==> config.mk <==
export PLATFORM = sky130hd
export DESIGN_NAME = sigma_delta_pcm_formatter
export DESIGN_NICKNAME = d
export VERILOG_FILES = /design/src/rtl/sigma_delta_pkg.sv /design/src/rtl/sigma_delta_sample_fifo.sv /design/src/rtl/sigma_delta_pcm_formatter.sv
export SDC_FILE = /design/constraint.sdc
export NUM_CORES = 1
export LEC_CHECK = 0
export ABC_AREA = 1
export BUFFER_PORTS_ARGS = -buffer_cell sky130_fd_sc_hd__buf_2
export CORE_ASPECT_RATIO = 1.1
export CORE_MARGIN = 3
export CORE_UTILIZATION = 60
export DETAILED_ROUTE_END_ITERATION = 7
export MAX_ROUTING_LAYER = met4
export PLACE_DENSITY = 0.78
export SYNTH_ARGS = -nofsm -noshare
export SYNTH_HDL_FRONTEND = slang
export SYNTH_HIERARCHICAL = 1
export SYNTH_SLANG_ARGS = --single-unit
==> constraint.sdc <==
create_clock -name clk -period 3.6 [get_ports clk]
set_clock_uncertainty 0.15 [all_clocks]
set_input_delay 0.18 -clock clk [delete_from_list [all_inputs] [get_ports clk]]
set_output_delay 0.18 -clock clk [all_outputs]
set_load 0.01 [all_outputs]
==> src/rtl/sigma_delta_pkg.sv <==
// Shared PCM type, rounding/saturation helpers and defaults for the sigma-delta
// PCM formatter.
package sigma_delta_pkg;

  localparam int PCM_W         = 16;
  localparam int DCB_K_DEFAULT = 10;

  typedef logic signed [PCM_W-1:0] pcm_t;

  // Arithmetic right shift with round-half-up (bias of half an output LSB).
  function automatic logic signed [63:0] round_shift(input logic signed [63:0] v,
                                                     input int                 sh);
    logic signed [63:0] bias;
    bias = '0;
    if (sh > 0) bias = 64'sd1 <<< (sh - 1);
    return (v + bias) >>> sh;
  endfunction

  function automatic logic signed [63:0] sat_signed(input logic signed [63:0] v,
                                                    input int                 w);
    logic signed [63:0] hi;
    logic signed [63:0] lo;
    hi = (64'sd1 <<< (w - 1)) - 64'sd1;
    lo = -(64'sd1 <<< (w - 1));
    if (v > hi) return hi;
    if (v < lo) return lo;
    return v;
  endfunction

endpackage

==> src/rtl/sigma_delta_sample_fifo.sv <==
// First-word-fall-through sample FIFO: array storage with a registered head
// stage, so a word becomes visible on rd_data the edge after it is written.
module sigma_delta_sample_fifo #(
  parameter int DEPTH = 8,
  parameter int WIDTH = 16
) (
  input  logic                     clk,
  input  logic                     rst,
  input  logic                     wr_en,
  input  logic [WIDTH-1:0]         wr_data,
  output logic                     full,
  input  logic                     rd_en,
  output logic [WIDTH-1:0]         rd_data,
  output logic                     empty,
  output logic [$clog2(DEPTH):0]   count
);

  localparam int AW = $clog2(DEPTH);
  localparam int CW = AW + 1;

  logic [WIDTH-1:0] mem [DEPTH];
  logic [AW-1:0]    wr_ptr_reg;
  logic [AW-1:0]    rd_ptr_reg;
  logic [CW-1:0]    mem_cnt_reg;
  logic [CW-1:0]    mem_cnt_next;
  logic [CW-1:0]    count_reg;
  logic [CW-1:0]    count_next;
  logic             head_valid_reg;
  logic [WIDTH-1:0] head_data_reg;
  logic             pop;
  logic             load;

  // count_reg tracks array + head; mem_cnt_reg tracks only what is left in the array.
  assign pop  = rd_en & head_valid_reg;
  assign load = (mem_cnt_reg != '0) && (!head_valid_reg || pop);

  always_comb begin
    mem_cnt_next = mem_cnt_reg;
    count_next   = count_reg;
    if (wr_en && !load)      mem_cnt_next = mem_cnt_reg + CW'(1);
    else if (!wr_en && load) mem_cnt_next = mem_cnt_reg - CW'(1);
    if (wr_en && !pop)       count_next = count_reg + CW'(1);
    else if (!wr_en && pop)  count_next = count_reg - CW'(1);
  end

  always_ff @(posedge clk) begin
    if (wr_en) mem[wr_ptr_reg] <= wr_data;
  end

  always_ff @(posedge clk or negedge rst) begin
    if (!rst) begin
      wr_ptr_reg     <= '0;
      rd_ptr_reg     <= '0;
      mem_cnt_reg    <= '0;
      count_reg      <= '0;
      head_valid_reg <= 1'b0;
      head_data_reg  <= '0;
    end else begin
      mem_cnt_reg <= mem_cnt_next;
      count_reg   <= count_next;
      if (wr_en) wr_ptr_reg <= wr_ptr_reg + AW'(1);
      if (load) begin
        head_data_reg  <= mem[rd_ptr_reg];
        head_valid_reg <= 1'b1;
        rd_ptr_reg     <= rd_ptr_reg + AW'(1);
      end else if (pop) begin
        head_valid_reg <= 1'b0;
      end
    end
  end

  assign full    = (count_reg == CW'(DEPTH));
  assign empty   = !head_valid_reg;
  assign rd_data = head_data_reg;
  assign count   = count_reg;

endmodule

==> src/rtl/sigma_delta_pcm_formatter.sv <==
// CIC word -> signed PCM (offset removal, round/shift, saturate) into a FWFT FIFO.
// Optional DC blocker between offset removal and scaling: define SDADC_DC_BLOCK_EN.
module sigma_delta_pcm_formatter
  import sigma_delta_pkg::*;
#(
  parameter int IN_W       = 18,
  parameter int MIDSCALE   = 32768,
  parameter int SHIFT      = 0,
  parameter int OUT_W      = 16,
  parameter int FIFO_DEPTH = 8,
  parameter int DCB_K      = DCB_K_DEFAULT
) (
  input  logic                          clk,
  input  logic                          rst,
  input  logic [IN_W-1:0]               in_data,
  input  logic                          in_valid,
  output logic signed [OUT_W-1:0]       out_data,
  output logic                          out_valid,
  input  logic                          out_ready,
  output logic [$clog2(FIFO_DEPTH):0]   fill,
  output logic                          ovf,
  input  logic                          ovf_clr
);

  localparam logic signed [IN_W:0] MID_X = (IN_W + 1)'(MIDSCALE);

  // Stage A: offset removal
  logic                   a_valid_reg;
  logic signed [IN_W:0]   x_reg;
  logic signed [IN_W:0]   x_next;

  assign x_next = $signed({1'b0, in_data}) - MID_X;

  always_ff @(posedge clk or negedge rst) begin
    if (!rst) begin
      a_valid_reg <= 1'b0;
      x_reg       <= '0;
    end else begin
      a_valid_reg <= in_valid;
      if (in_valid) x_reg <= x_next;
    end
  end

`ifdef SDADC_DC_BLOCK_EN
  localparam int Y_W = IN_W + DCB_K + 2;

  logic                  d_valid_reg;
  logic signed [IN_W:0]  x_prev_reg;
  logic signed [Y_W-1:0] y_reg;
  logic signed [Y_W-1:0] y_next;
  logic                  sb_valid;
  logic signed [Y_W-1:0] sb_data;

  // One-pole high-pass: y[n] = x[n] - x[n-1] + y[n-1] - y[n-1]/2**DCB_K
  assign y_next = Y_W'(x_reg) - Y_W'(x_prev_reg) + y_reg - (y_reg >>> DCB_K);

  always_ff @(posedge clk or negedge rst) begin
    if (!rst) begin
      d_valid_reg <= 1'b0;
      x_prev_reg  <= '0;
      y_reg       <= '0;
    end else begin
      d_valid_reg <= a_valid_reg;
      if (a_valid_reg) begin
        x_prev_reg <= x_reg;
        y_reg      <= y_next;
      end
    end
  end

  assign sb_valid = d_valid_reg;
  assign sb_data  = y_reg;
`else
  logic                  sb_valid;
  logic signed [IN_W:0]  sb_data;

  assign sb_valid = a_valid_reg;
  assign sb_data  = x_reg;
`endif

  // Stage B: scale, round, saturate; its output register is the FIFO write request
  logic                    b_valid_reg;
  logic signed [OUT_W-1:0] b_data_reg;
  logic signed [OUT_W-1:0] b_next;

  assign b_next = OUT_W'(sat_signed(round_shift(64'(sb_data), SHIFT), OUT_W));

  always_ff @(posedge clk or negedge rst) begin
    if (!rst) begin
      b_valid_reg <= 1'b0;
      b_data_reg  <= '0;
    end else begin
      b_valid_reg <= sb_valid;
      if (sb_valid) b_data_reg <= b_next;
    end
  end

  logic fifo_full;
  logic fifo_empty;
  logic pop;
  logic wr_accept;
  logic ovf_reg;

  assign pop       = out_valid & out_ready;
  assign wr_accept = b_valid_reg & (!fifo_full | pop);

  sigma_delta_sample_fifo #(
    .DEPTH (FIFO_DEPTH),
    .WIDTH (OUT_W)
  ) u_fifo (
    .clk     (clk),
    .rst     (rst),
    .wr_en   (wr_accept),
    .wr_data (b_data_reg),
    .full    (fifo_full),
    .rd_en   (out_ready),
    .rd_data (out_data),
    .empty   (fifo_empty),
    .count   (fill)
  );

  assign out_valid = !fifo_empty;

  // A dropped sample takes priority over a same-cycle clear.
  always_ff @(posedge clk or negedge rst) begin
    if (!rst) begin
      ovf_reg <= 1'b0;
    end else if (b_valid_reg && fifo_full && !pop) begin
      ovf_reg <= 1'b1;
    end else if (ovf_clr) begin
      ovf_reg <= 1'b0;
    end
  end

  assign ovf = ovf_reg;

endmodule
# [After elaboration in Yosys (flattened, before gate mapping)]
# Memory sizes are Yosys's and may differ from the RTL's. A register that Yosys moved wholly into a read port is not among the register bits.
# Index checks and enable logic that the tools add are counted.
[word_totals] register_bits=53 latchBits=0 ramBits=128 romBits=0 in_bits=23 out_inout_bits=22 elab_cells=60 memories=1
[mem_list] memory="u_fifo.mem" words=8 width=16 rd=1 rd_ports_with_merged_regs=1 write_ports=1 line_no="sigma_delta_sample_fifo.sv:21" text="logic [WIDTH-1:0] mem [DEPTH];"
[classes] add_sub_neg=7 multipliers=0 div=0 order_cmp=2 eq_ne=1 shifts=0 mux=17 bitwise=3 reduce_logical=19
[op_table] cell="16-bit two-way mux" count=4
[op_table] cell="19-bit by 16-bit > comparator with 1-bit output (second input constant)" count=1
[op_table] cell="19-bit by 16-bit less-than comparator with 1-bit output (second input constant)" count=1
[op_table] cell="18-bit by 16-bit subtractor with 19-bit output (second input constant)" count=1
[op_table] cell="4-bit two-way mux" count=4
[op_table] cell="1-bit two-way mux" count=9
[op_table] cell="4-bit by 1-bit adder with 4-bit output (second input constant)" count=2
[op_table] cell="2-bit nonzero test" count=4
[op_table] cell="4-bit by 1-bit subtractor with 4-bit output (second input constant)" count=2
[op_table] cell="1-bit logical AND" count=7
[op_table] cell="3-bit by 1-bit adder with 3-bit output (second input constant)" count=2
[op_table] cell="1-bit logical NOT" count=6
[op_table] cell="4-bit equality test (second input constant)" count=1
[op_table] cell="4-bit nonzero test" count=1
[op_table] cell="1-bit bitwise AND" count=2
[op_table] cell="1-bit logical OR" count=1
[op_table] cell="1-bit bitwise OR" count=1

# [Logic depth before layout (Yosys ltp)]
[depth] depth_word=8 depth_mapped=15 mapped_depth_nobuf=14

# [Cells and area by module]
# Netlist, hierarchy kept.
[modules_own_cells] module="sigma_delta_sample_fifo" instances=1 cells_per_inst=668 area_each_um2=6962.9 seq_area_each_um2=4619.4
[modules_own_cells] module="sigma_delta_pcm_formatter" instances=1 cells_per_inst=196 area_each_um2=1637.8 seq_area_each_um2=950.9

# [Least setup slack after synthesis]
# OpenSTA, ideal clock, no wires.
[synth_path] path_type="reg-to-reg" from="reg u_fifo.count_reg[0] (netlist: u_fifo/count[0])" to="mem u_fifo.mem[0][0] (enable)" setup_ns=0.388 arrival_time_ns=2.188 t_required_ns=3.062 path_slack_ns=0.874 stages_incl_launch_ff=6 path_buffers=0 synth_period_minus_slack_ns=2.726 path_cell_list="dfrtp_1 -> nor4_1 -> a21boi_0 -> inv_1 -> or2_2 -> nor2_1"
[synth_via] elab_chain_len=6
[synth_rtl] element="start, declared" line_no="sigma_delta_sample_fifo.sv:26" text="logic [CW-1:0] count_reg;"
[synth_rtl] element="start signal, assigned" line_no="sigma_delta_sample_fifo.sv:60" text="count_reg <= count_next;"
[synth_rtl] element="4-bit equality test" line_no="sigma_delta_sample_fifo.sv:72" text="assign full = (count_reg == CW'(DEPTH));"
[synth_rtl] element="named net fifo_full" line_no="sigma_delta_pcm_formatter.sv:98" text="logic fifo_full;"
[synth_rtl] element="1-bit logical NOT" line_no="sigma_delta_pcm_formatter.sv:105" text="assign wr_accept = b_valid_reg & (!fifo_full | pop);"
[synth_rtl] element="1-bit bitwise OR" line_no="sigma_delta_pcm_formatter.sv:105"
[synth_rtl] element="1-bit bitwise AND" line_no="sigma_delta_pcm_formatter.sv:105"
[synth_rtl] element="named net wr_accept" line_no="sigma_delta_pcm_formatter.sv:101" text="logic wr_accept;"
[synth_rtl] element="1-bit two-way mux" line_no="sigma_delta_sample_fifo.sv:47" text="if (wr_en) mem[wr_ptr_reg] <= wr_data;"
[synth_rtl] element="1-bit two-way mux (not written as such)" line_no="sigma_delta_sample_fifo.sv:47"
[synth_rtl] element="end, declared" line_no="sigma_delta_sample_fifo.sv:21"
# The timed path passes the listed nets, and every way through them passes these cells.

# [Final worst setup path]
[layout_path] from="reg u_fifo.count_reg[0] (netlist: u_fifo/count[0])" to="reg u_fifo.count_reg[3] (netlist: u_fifo/count[3])"
[layout_via] elab_chain_len=7 elab_cells_between_ends=12 cone_classes="add/sub: 2; eq/ne: 1; mux: 2; bitwise: 2; reduce/logical: 5"
[layout_rtl] element="4-bit equality test *" line_no="sigma_delta_sample_fifo.sv:72"
[layout_rtl] element="named net fifo_full" line_no="sigma_delta_pcm_formatter.sv:98"
[layout_rtl] element="1-bit logical NOT *" line_no="sigma_delta_pcm_formatter.sv:105"
[layout_rtl] element="1-bit bitwise OR *" line_no="sigma_delta_pcm_formatter.sv:105"
[layout_rtl] element="1-bit bitwise AND *" line_no="sigma_delta_pcm_formatter.sv:105"
[layout_rtl] element="named net wr_accept" line_no="sigma_delta_pcm_formatter.sv:101"
[layout_rtl] element="1-bit logical NOT" line_no="sigma_delta_sample_fifo.sv:43" text="else if (!wr_en && pop) count_next = count_reg - CW'(1);"
[layout_rtl] element="1-bit logical AND" line_no="sigma_delta_sample_fifo.sv:43"
[layout_rtl] element="2-bit nonzero test (no source line)"
# Mark *: on every way through the listed nets, which the timed path passes. The rest lies on a longest branch. The select of a mux whose other input is x is not followed.
# A chain may end at the register's enable or synchronous reset.

==> results.py <==
metrics = {
    "status": {
        "outcome": "finished, final reports clean",
    },
    "final_layout": {
        "number_of_nets_in_the_final_layout": 978,
        "area_of_the_multi_input_gates_sq_um": 2260,
        "sequential_cell_area_sq_um": 5570,
        "flow.area_growth_from_synthesis_pct": 14.7,
        "final_area_sq_um": 9860,
        "largest_register_ffs": 128,
        "fillers": 993,
        "post_route_cells_drive_above_1_share": 0.104,
        "max_flop_register": "u_fifo/mem",
        "insertedDiodeCount": 0,
    },
    "die": {
        "area_of_the_die_sq_um": 15800,
        "rows": 45,
        "placeableCoreArea_sq_um": 13900,
        "die_width_um": 120,
        "die_y_um": 132,
        "io_pins": 45,
        "initial_utilization": 0.618,
    },
    "synthesis": {
        "synth_simple_gate_area_share": 0.228,
        "synth.top_cell.area_share": 0.447,
        "synth_edf_count": 128,
        "postSynth.asyncResetShare": 0.350,
        "ys_top_cells_by_count": "nand2_1 (360), edfxtp_1 (128), inv_1 (113)",
        "synth.mux.area_fraction": 0,
        "ys_warn_count": 6,
        "synthesized_instance_count": 864,
        "yosys.area_share.xor_xnor": 0.00916,
        "syn-mean-instance-area_sq_um": 9.95,
        "synth.distinct_cells": 27,
        "seq_area_frac_synth": 0.648,
        "synth-main-ff-cell": "edfxtp_1",
        "largest_cells_by_area_after_synthesis": "edfxtp_1 (45%), dfrtp_1 (20%), nand2_1 (16%), nand3_1 (5.8%), inv_1 (4.9%)",
        "synthesized_area_fraction_occupied_by_ao_oa_aoi_and_oai_cells": 0.00698,
        "post-synth-top-count-cell": "nand2_1",
        "synthAdderAreaFrac": 0.0177,
        "syn-cell-area_sq_um": 8600,
        "postSynthRegisterBits": 197,
        "synth_top_family_by_area": "simple AND/OR/NAND/NOR gates",
        "netlist.top_cell.by_area": "edfxtp_1",
        "syn_nets": 898,
    },
    "worst_setup_path": {
        "cpLargestDelayFamily": "simple AND/OR/NAND/NOR gates",
        "critPathSlowestCell": "dfrtp_1",
        "critPathMaxFanout": 7,
        "path_cells": "nor4_1, a21boi_0, ha_1, inv_1, ha_1, or2_2, nand2_1, nand3_1, nand2_1, nand2_1, nand2_1",
        "worstPathRequired_ns": 3.81,
        "crit_path_max_incr_delay_ns": 0.45,
        "critPathKind": "flip-flop to flip-flop",
        "worst-path-buf-inv": 1,
        "start_kind": "flip-flop",
        "ff2ff_setup_slack_ns": 0.82,
        "setup.worst_path.end_class": "flip-flop",
        "critical_path.most_common_cell": "nand2_1",
        "arrival_ns": 2.99,
    },
    "global_route": {
        "grt_first_pass_wirelength_mm": 26.8,
        "grt_start_max_net_pins": 66,
        "grtUsageTotal": 0.224,
        "first_global_vias": 5702,
        "gr-total-overflow": 0,
        "grt_antenna_before_repair": 0,
    },
    "cts": {
        "clk_latency_ns": 0.42,
        "cts_root_buf": "clkbuf_16",
        "path_clk_slew_ns": 0.06,
        "cts-buffers-inserted": 17,
        "tritoncts_clock_tree": "built",
        "cts.repair_timing.setup_buffer_count": 0,
        "h_tree_level_count": 4,
        "cts_max_path_buffers": 2,
        "cts_sinks": 197,
    },
    "power_and_ir_drop": {
        "power.clock.fraction": 0.267,
        "power_leakage_nw": 4.61,
        "share_comb_of_total_power": 0.315,
        "sequential_share_of_power": 0.418,
        "power_spent_charging_and_discharging_nets_w": 0.00258,
        "sw_frac_of_total": 0.343,
        "internal_power_w": 0.00494,
        "power.ir.vdd_worst_uv": 420,
        "power_per_cell_area_nw_per_um2": 763,
    },
    "place": {
        "place_congestion": 0.822,
        "place.detailed.hpwl_mm": 9.58,
        "placed_instance_area_sq_um": 8840,
        "portbufs": 44,
    },
    "sta": {
        "worst_slew_pin_slew_ns": 1.09,
        "timing.final.max_slew_violations": 0,
        "fin_crit_sh": 0.771,
        "fmax_mhz": 360,
        "grt_setup_unrepaired": "false",
        "post-route-min-period_ns": 2.78,
        "hold_viol_final": 0,
        "finalSetupViolations": 0,
        "relSlewSlack": 0.271,
        "fin_tns_setup_ns": 0,
    },
    "routing": {
        "ant_nets": 0,
        "vias_per_cell": 5.02,
        "wl_per_cell_um": 14.1,
        "routed_wl_mm": 16.1,
        "route.detailed.drc": 0,
        "drtIter0Drc": 395,
        "first_pass_iters": 5,
        "routed-via-count": 5744,
    },
    "job": {
        "cap_violations": 0,
    },
    "min_path": {
        "hold_crit_path_type": "primary input to asynchronous set/reset pin",
    },
}
==> path summary, 6_finish.rpt <==
kind / from / endpoint / depth (start not counted)
min: rst / u_fifo/count[0] / 3
min in group clk: u_fifo/rd_data[5] / u_fifo/rd_data[5] / 2
max reg2reg: u_fifo/count[0] / u_fifo/count[3] / 11
max in group asynchronous: rst / sb_data[2] / 3
max: u_fifo/count[0] / u_fifo/count[3] / 11
min reg2reg: u_fifo/rd_data[5] / u_fifo/rd_data[5] / 2
==> routing by layer <==
layer  up-vias  GRT usage  wire (um)
li1       2875          -          -
met1      2678      0.281       6810
met2       171      0.370       8140
met3        20     0.0456        944
met4         0     0.0687        240
met5         -          -          0
==> power groups by stage <==
stage / Combinational [W] / Sequential (W) / Clock (W)
3_5_place_dp: 0.00231 / 0.00319 / 0
5_1_grt: 0.00268 / 0.00320 / 0.00214
6_report: 0.00237 / 0.00314 / 0.00201
4_1_cts: 0.00237 / 0.00315 / 0.00204
3_3_place_gp: 0.00223 / 0.00317 / 0
2_1_floorplan: 0.00183 / 0.00319 / 0
==> what timing repair did <==
action / CTS / global route
hold buffers: 39 / 0
endpoints found under the hold margin: 91 / 0
resized for setup: 0 / 0
==> cells by family after synthesis <==
logic type / Yosys count
simple gates: 481
buf+inv: 155
fa+ha+maj: 11
compound gates: 11
xor+xnor: 9
flops: 197
==> tightest hold or removal path, cell delays in order <==
cell           delay, ns
dlygate4sd3_1       0.52
buf_2               0.11
buf_4               0.36
==> placed cells by master, fill, tap and decap left out, types with 7 or more instances in the layout <==
cell           count
clkbuf_16         17
o21ai_0            7
edfxtp_1         128
nand3_1          100
dfrtp_1           68
nor2_1            13
buf_4             14
inv_1            113
buf_2             44
nand2_1          360
dlygate4sd3_1     39
ha_1               9
==> area by class of cell <==
type,instances,area share
Timing Repair Buffer,97,0.0726
Tap cell,188,0.0238
Sequential cell,197,0.565
Clock buffer,19,0.0439
Inverter,119,0.0455
Clock inverter,13,0.0207
Multi-Input combinational cell,512,0.229
==> metrics by stage <==
| stage | power, W | util | setup WS [ns] | instances | hold WS, ns |
|---|---|---|---|---|---|
| global placement | 0.00540 | 0.635 | 0.990 | 1074 | 0.0916 |
| detailed placement | 0.00550 | 0.635 | 0.899 | 1074 | 0.0987 |
| global route | 0.00802 | 0.709 | 0.610 | 1145 | 0.240 |
| finish | 0.00752 | 0.709 | 0.823 | 1145 | 0.171 |
| floorplan | 0.00502 | - | 0.874 | 864 | -0.266 |
| CTS | 0.00755 | 0.709 | 0.831 | 1145 | 0.176 |
(Power assumes the default switching activity.)
